==> src/rtl/ex_fsm_ser.sv <==
`default_nettype none
// ============================================================================
// Module   : ex_fsm_ser
// Purpose  : Parallel-to-serial front end for the sequence detector. Accepts
//            words of programmable length over a valid/ready handshake and
//            shifts them out MSB-first, one bit per clock. A one-entry holding
//            register lets consecutive words leave without bubbles.
// Ports    : sclk      - clock, rising edge
//            rst       - asynchronous active-high reset
//            din       - parallel word, bits [len-1:0] are sent
//            din_len   - bits to send (1..DW); 0 or >DW means DW
//            din_vld   - upstream offers din/din_len
//            din_rdy   - holding register empty
//            cout      - registered serial bit (to detector cin)
//            cout_vld  - cout carries a data bit
//            busy      - shifter or holding register occupied
// Revision : 1.0 - initial release
// ============================================================================
module ex_fsm_ser #(
    parameter int   DW       = 8,
    parameter int   LW       = 4,
    parameter logic IDLE_BIT = 1'b0
) (
    input  logic          sclk,
    input  logic          rst,
    input  logic [DW-1:0] din,
    input  logic [LW-1:0] din_len,
    input  logic          din_vld,
    output logic          din_rdy,
    output logic          cout,
    output logic          cout_vld,
    output logic          busy
);

    localparam logic [0:0]    c_IDLE    = 1'b0;
    localparam logic [0:0]    c_SHIFT   = 1'b1;
    localparam logic [LW-1:0] c_LEN_MAX = LW'(DW);
    localparam logic [LW-1:0] c_ONE     = LW'(1);

    logic [0:0]    r_state;
    logic          r_hold_full;
    logic [DW-1:0] r_hold_dat;
    logic [LW-1:0] r_hold_len;
    logic [DW-1:0] r_sh_dat;
    logic [LW-1:0] r_bit_cnt;
    logic          r_cout;
    logic          r_cout_vld;

    logic          w_accept;
    logic          w_last;
    logic          w_load;
    logic [LW-1:0] w_len_norm;
    logic [DW-1:0] w_load_dat;
    logic [0:0]    w_state_nxt;
    logic [DW-1:0] w_sh_nxt;
    logic [LW-1:0] w_cnt_nxt;

    assign din_rdy  = ~r_hold_full;
    assign w_accept = din_vld & ~r_hold_full;
    assign busy     = r_hold_full | (r_state == c_SHIFT);
    assign cout     = r_cout;
    assign cout_vld = r_cout_vld;

    // Out-of-range lengths collapse to a full word.
    assign w_len_norm = ((din_len == '0) || (din_len > c_LEN_MAX)) ? c_LEN_MAX : din_len;

    // Left-align the held word so its first bit sits at the shifter MSB;
    // unused upper bits of din fall off the top.
    assign w_load_dat = r_hold_dat << (c_LEN_MAX - r_hold_len);

    always_comb begin
        w_state_nxt = r_state;
        w_sh_nxt    = r_sh_dat;
        w_cnt_nxt   = r_bit_cnt;
        w_last      = (r_state == c_SHIFT) && (r_bit_cnt == c_ONE);
        w_load      = r_hold_full && ((r_state == c_IDLE) || w_last);
        if (w_load) begin
            // Reloading on the last-bit edge keeps the stream gapless.
            w_state_nxt = c_SHIFT;
            w_sh_nxt    = w_load_dat;
            w_cnt_nxt   = r_hold_len;
        end else if (w_last) begin
            w_state_nxt = c_IDLE;
            w_sh_nxt    = '0;
            w_cnt_nxt   = '0;
        end else if (r_state == c_SHIFT) begin
            w_sh_nxt    = {r_sh_dat[DW-2:0], 1'b0};
            w_cnt_nxt   = r_bit_cnt - c_ONE;
        end
    end

    always_ff @(posedge sclk or posedge rst) begin
        if (rst) begin
            r_state    <= c_IDLE;
            r_sh_dat   <= '0;
            r_bit_cnt  <= '0;
            r_cout     <= IDLE_BIT;
            r_cout_vld <= 1'b0;
        end else begin
            r_state    <= w_state_nxt;
            r_sh_dat   <= w_sh_nxt;
            r_bit_cnt  <= w_cnt_nxt;
            // Output flops take the bit the shifter will present next cycle.
            r_cout     <= (w_state_nxt == c_SHIFT) ? w_sh_nxt[DW-1] : IDLE_BIT;
            r_cout_vld <= (w_state_nxt == c_SHIFT);
        end
    end

    always_ff @(posedge sclk or posedge rst) begin
        if (rst) begin
            r_hold_full <= 1'b0;
            r_hold_dat  <= '0;
            r_hold_len  <= '0;
        end else if (w_accept) begin
            // A new word wins over a simultaneous load.
            r_hold_full <= 1'b1;
            r_hold_dat  <= din;
            r_hold_len  <= w_len_norm;
        end else if (w_load) begin
            r_hold_full <= 1'b0;
        end
    end

endmodule
`default_nettype wire

==> config.mk <==
export PLATFORM = sky130hd
export DESIGN_NAME = ex_fsm_ser
export DESIGN_NICKNAME = d
export VERILOG_FILES = /design/src/rtl/ex_fsm_ser.sv
export SDC_FILE = /design/constraint.sdc
export NUM_CORES = 1
export LEC_CHECK = 0
export CORE_ASPECT_RATIO = 0.9
export CORE_MARGIN = 1
export CORE_UTILIZATION = 47
export DETAILED_ROUTE_END_ITERATION = 7
export PLACE_DENSITY = 0.68
export SLEW_MARGIN = 20
export SYNTH_ARGS = -nofsm -noshare
export SYNTH_HDL_FRONTEND = slang
export SYNTH_SLANG_ARGS = --single-unit
==> constraint.sdc <==
create_clock -name sclk -period 5.5 [get_ports sclk]
set_input_delay 1.1 -clock sclk [delete_from_list [all_inputs] [get_ports sclk]]
set_output_delay 1.1 -clock sclk [all_outputs]
set_load 0.01 [all_outputs]
==> run metrics, run 1 <==
worst vdd ir between 0.3 and 0.4 mV; Die Y 54.0 um; pin count of the biggest net entering global routing 27; largest cells by area after synthesis dfrtp_1 46%, mux2_2 8.8%, mux2i_1 7.8%; dominant cell type by area after synthesis dfrtp_1; Port Buffers 18; Final HPWL DP 1850 um; Tot GR Track Use roughly 18%; placed cell area 1610 um2; initial core utilization around 51%; # rows 18; # setup viols final 0; vias per cell 5.44; total of max-cap violations 0; DR pass1 iterations 4; hold buffers post-CTS 0; Max Freq approximately 320 MHz; cell area after synthesis roughly 1400 um2; CTS Buffer Depth 2; synthesized instance count approximately 120; initial antenna violation count 0; Top FF cell, synth dfrtp_1; CP max FO 12; worst-skew pair later-pin latency just over 0.3 ns; Num CTS Buffers 3; Tmin final around 3.1 ns; number of synthesized register bits 26; Worst EP required approximately 4.4 ns; clk root buf clkbuf_4; Yosys warning total 0; Max H-tree Level 1; Iteration-0 DRC Markers 28; Hold Crit Class flop to flop; number of I/O pins 19; area delta synth->final 15.7%; Clock transition at path regs between 0.1 and 0.15 ns; CTS tree built; main combinational cell family by area after synthesis multiplexers; Inst Count DP around 180; post-CTS setup buffer count 0; antenna-violating nets left 0; PostCTS Resize Cnt 0; Static Leak 0.000708 uW; Power Density roughly 500 nW/um2; share of post-route cells with drive strength above 1 between 10% and 20%; period utilization a little under three fifths; Unique masters post-synth 37; share of synthesized registers carrying an async set or reset between 90% and 100%; Crit. End Element output port; register area approximately 650 um2; WL final 2440 um; setup TNS 0 ns; final instance area approximately 1600 um2; Avg WL per Cell 13.7 um; sequential-to-total area share from yosys stat between 40% and 50%; top cells by count, synth 26 x dfrtp_1, 11 x mux2_2, 11 x mux2i_1; total gr overflow 0; Compound-Gate Fraction of Synth Area between 15 and 20%; post-synthesis mux area share approximately a fifth; final max-slew violation count 0; clk_skew around 0.0044 ns; Post-Synth Adder-Cell Area 2.66%; Synth Net Count 140; Worst slew margin approximately 30%; unrepaired setup endpoints after global routing false; post-synth top area share around 46%; # nets final between 150 and 200; die area around 3200 um2; Worst-Margin Slew approximately 1.0 ns; routability cong. just over 0.7; worst hold slack ~0.5 ns; syn_area_per_cell 11.6 um2; Die W 59.8 um; WP data arrival between 2 and 2.5 ns; detailed-route via count 968; CORE AREA between 2000 and 3000 um2; post-synthesis simple-gate area fraction about a tenth; Sink Count 26; Multi-input gate area 697 um2; vias in the first global route approximately 910; most frequent cell after synthesis dfrtp_1; critical path class flop to output port; Startpoint Class flop; Remaining DRCs 0; post-route insts no fill roughly 180; Ant. Diodes 0; fillers around 260; Hold Vio Cnt, Final 0; outcome finished clean; xor and xnor fraction of the mapped netlist area under 10%; Post-synth EDFFs 0; first-pass GRT wire length between 4000 and 5000 um
[per-layer routing]
| metal | global-route usage (%) | share of wire [%] | vias to the layer above |
|---|---|---|---|
| met5 | 0 | 0 | - |
| met4 | 2.33 | 0.57 | 0 |
| met3 | 5.05 | 3.7 | 2 |
| met2 | 27.8 | 44 | 19 |
| met1 | 24.7 | 51 | 468 |
| li1 | - | - | 479 |
[cell type report]
class	instances	share of cell area, %
multi-input cells	82	42.6
flip-flops and latches	26	39.8
repair buffers	18	11.0
well taps	40	3.06
inverters	9	2.07
clock buffers	3	1.38
[registers in the layout, summed over array words and instances, names as in the netlist]
register / cells
r_bit_cnt: 4
cout: 1
r_sh_dat: 7
r_hold_full: 1
r_hold_len: 4
r_hold_dat: 8
cout_vld: 1
[worst paths after layout]
check                              start            end  slack (ns)  depth (start not counted)
hold reg to reg              r_sh_dat[6]           cout        0.50                          1
max in group asynchronous            rst  r_hold_dat[7]        3.90                          2
min in group asynchronous            rst       cout_vld        1.17                          2
setup / recovery             r_hold_full           busy        2.35                          3
setup reg to reg           r_hold_len[0]           cout        3.11                          6
hold / removal               r_sh_dat[6]           cout        0.50                          1
[cells in the final DEF, fill, tap and decap left out]
cell,netlist,final
mux4_1,1,1
nor2_2,2,2
a2bb2oi_1,1,1
a2111oi_2,1,1
o21ai_0,8,8
o31ai_1,1,1
a21oi_1,3,3
o22ai_1,1,1
nor3b_2,1,1
o2111ai_2,1,1
nand3b_1,3,3
a221o_1,1,1
nor2b_1,1,1
nand2_1,5,5
mux2i_1,11,11
a22o_1,2,2
o221ai_1,2,2
a22oi_1,3,3
a32o_1,1,1
ha_1,3,3
dfrtp_1,26,26
a21o_1,3,3
and2_1,1,1
inv_1,9,8
mux2_2,11,11
o211a_1,1,1
nand2b_1,2,2
xnor2_2,1,1
or4_4,1,1
clkdlybuf4s50_1,0,18
o21a_1,1,1
clkinv_1,0,1
nor3_1,2,2
nor2_1,6,6
mux4_2,1,1
clkbuf_4,0,3
[where the power goes]
group          switching, uW  internal (uW)
logic                    183            222
registers               74.4            267
clock network           51.8           25.6
total                    309            515
[logic make-up after synthesis]
kind of cell	Yosys count
flip-flops	26
buffers and inverters	14
AND/OR/NAND/NOR	24
multiplexers	24
adder cells (fa/ha/maj)	3
AO/OA/AOI/OAI	30
XOR/XNOR	1
[per-stage QoR]
stage                     power [uW]  worst slack [ns]  util (%)
final                            824              2.35      58.5
after global routing             893              2.20      58.5
after CTS                        833              2.35      58.5
after detailed placement         757              2.51      57.7
after global placement           746              2.56      57.7
after floorplan                  670              3.37         -
[worst max-delay path, stage by stage, from the launching register on]
cell and delay, ns:
dfrtp_1 0.46, nor2_1 0.64, inv_1 0.13, clkdlybuf4s50_1 0.51
Power figures use the tool's default switching activity.
==> run 2, diff against run 1 <==
- clock period: 5.5 -> 2.9 ns (I/O delays scaled with it)
==> run metrics, run 2 (synthesis gave the netlist of run 1 again) <==
Final HPWL DP 2000 um (+8.1%); Slowest-stage cell, CP dfrtp_1; Tot GR Track Use 19.1% (+1.5 points); final instance area 1670 um2 (+2.2%); initial core utilization 50.6% (unchanged); placed cell area 1630 um2 (+1.4%); DR pass1 iterations 4 (unchanged); Port Buffers 18 (unchanged); final max-slew violation count 0 (unchanged); Static Leak 0.000735 uW (+3.8%); unrepaired setup endpoints after global routing false; vias in the first global route 1028 (+12%); total gr overflow 0 (unchanged); Avg WL per Cell 14.8 um (+7.8%); share of post-route cells with drive strength above 1 18.3% (+2.4 points); period utilization approximately 82%; outcome finished clean; register area 651 um2 (unchanged); Power Density 978 nW/um2 (+94%); r2r startpoint r_hold_len[0]; Worst EP required 3.13 ns (-1.27 ns); die area 3230 um2 (unchanged); WL final 2690 um (+10%); Clock transition at path regs 0.14 ns (about the same); Largest register FFs 8 (unchanged); total of max-cap violations 0 (unchanged); Hold Startpoint r_sh_dat[6]; most frequent cells in the layout 26 x dfrtp_1, 18 x clkdlybuf4s50_1, 11 x mux2_2, 11 x mux2i_1, 9 x inv_1; cell depth of the worst setup path 6 (+3); Crit. End Element flop; WP data arrival 2.62 ns (+0.57 ns); Tmin final ~2.4 ns; detailed-route via count 1013 (+4.6%); Worst slew margin 52.9% (+22 points); # rows 18 (unchanged); Ant. Diodes 0 (unchanged); R2R Path End cout; first-pass GRT wire length 4630 um (+11%); worst-skew pair later-pin latency 0.32 ns (about the same); Die Y 54.0 um (unchanged); clk root buf clkbuf_4; hold buffers post-CTS 0 (unchanged); Worst-Margin Slew 0.700 ns (-0.340 ns); cells on worst reg2reg path 6 (unchanged); Max H-tree Level 1 (unchanged); Multi-input gate area 697 um2 (unchanged); number of I/O pins 19 (unchanged); Iteration-0 DRC Markers 23 (-18%); CP max FO 10 (-2); Num CTS Buffers 3 (unchanged); commonest non-fill, non-tap cell in the layout dfrtp_1; setup TNS 0 ns (unchanged); most flop-heavy register r_hold_dat; CTS tree built; routability cong. 0.798 (+11%); Buf/Inv on CP 1 (-1); PostCTS Resize Cnt 0 (unchanged); family with the most delay on the worst path multiplexers; fillers 266 (+3.5%); Remaining DRCs 0 (unchanged); # setup viols final 0 (unchanged); Die W 59.8 um (unchanged); Hold Vio Cnt, Final 0 (unchanged); area delta synth->final 18.2%; Max Freq around 420 MHz; pin count of the biggest net entering global routing 27 (unchanged); reg2reg setup slack 0.51 ns (-2.60 ns); Startpoint Class flop; vias per cell 5.57 (+2.3%); worst vdd ir 0.433 mV (+39%); # nets final 161 (+1.9%); worst-path cell chain inv_1, ha_1, mux2i_1, mux4_2, nor2_2, a21o_1; CORE AREA 2790 um2 (unchanged); critical path class flop to flop; Sink Count 26 (unchanged); post-CTS setup buffer count 0 (unchanged); largest incremental delay on the critical path 0.59 ns (-0.05 ns); Regs by FF count r_hold_dat x8, r_sh_dat x7; antenna-violating nets left 0 (unchanged); initial antenna violation count 0 (unchanged); Hold Crit Class flop to flop; clk_skew 0.00204 ns (-0.00241 ns); Hold Path End cout; CTS Buffer Depth 2 (unchanged); Hold Crit Depth 1 (unchanged)
-- run 2: per-stage QoR --
step / total power [uW] / util (%) / cells / setup WS [ns] / hold slack (ns)
5_1_grt: 1770 / 59.8 / 182 / 0.347 / 0.526
3_5_place_dp: 1450 / 58.5 / 178 / 0.571 / 0.467
3_3_place_gp: 1430 / 58.5 / 178 / 0.675 / 0.468
2_1_floorplan: 1270 / - / 122 / 1.00 / 0.450
6_report: 1630 / 59.8 / 182 / 0.513 / 0.497
4_1_cts: 1640 / 59.8 / 182 / 0.531 / 0.493
-- run 2: report_power, final --
group	internal [uW]	total, uW	leakage [uW]	switching (uW)
clock	76.8	187	0.0000210	110
sequential	506	659	0.000319	153
combinational	429	788	0.000395	360
-- run 2: how the worst max path moves through the flow --
| stage | from | to |
|---|---|---|
| after global routing | r_hold_len[0] | r_sh_dat[6] |
| after CTS | r_hold_len[0] | cout |
| after detailed placement | r_hold_len[0] | cout |
| final | r_hold_len[0] | cout |
| after floorplan | r_hold_len[0] | cout |
| after global placement | r_hold_len[0] | cout |
-- run 2: routing by layer --
metal | vias to the layer above | global-route usage (%) | wire length, um
met2 | 29 | 31.5 | 1250
met4 | 0 | 5.04 | 14
met5 | - | 0 | 0
met1 | 498 | 26.4 | 1300
met3 | 2 | 2.88 | 122
li1 | 484 | - | -
-- run 2: layout make-up --
type                            instances  share of cell area (%)
Clock buffer                            4                    2.17
Inverter                                9                    2.02
Multi-Input combinational cell         82                    41.7
Sequential cell                        26                    39.0
Tap cell                               40                    3.00
Timing Repair Buffer                   21                    12.1
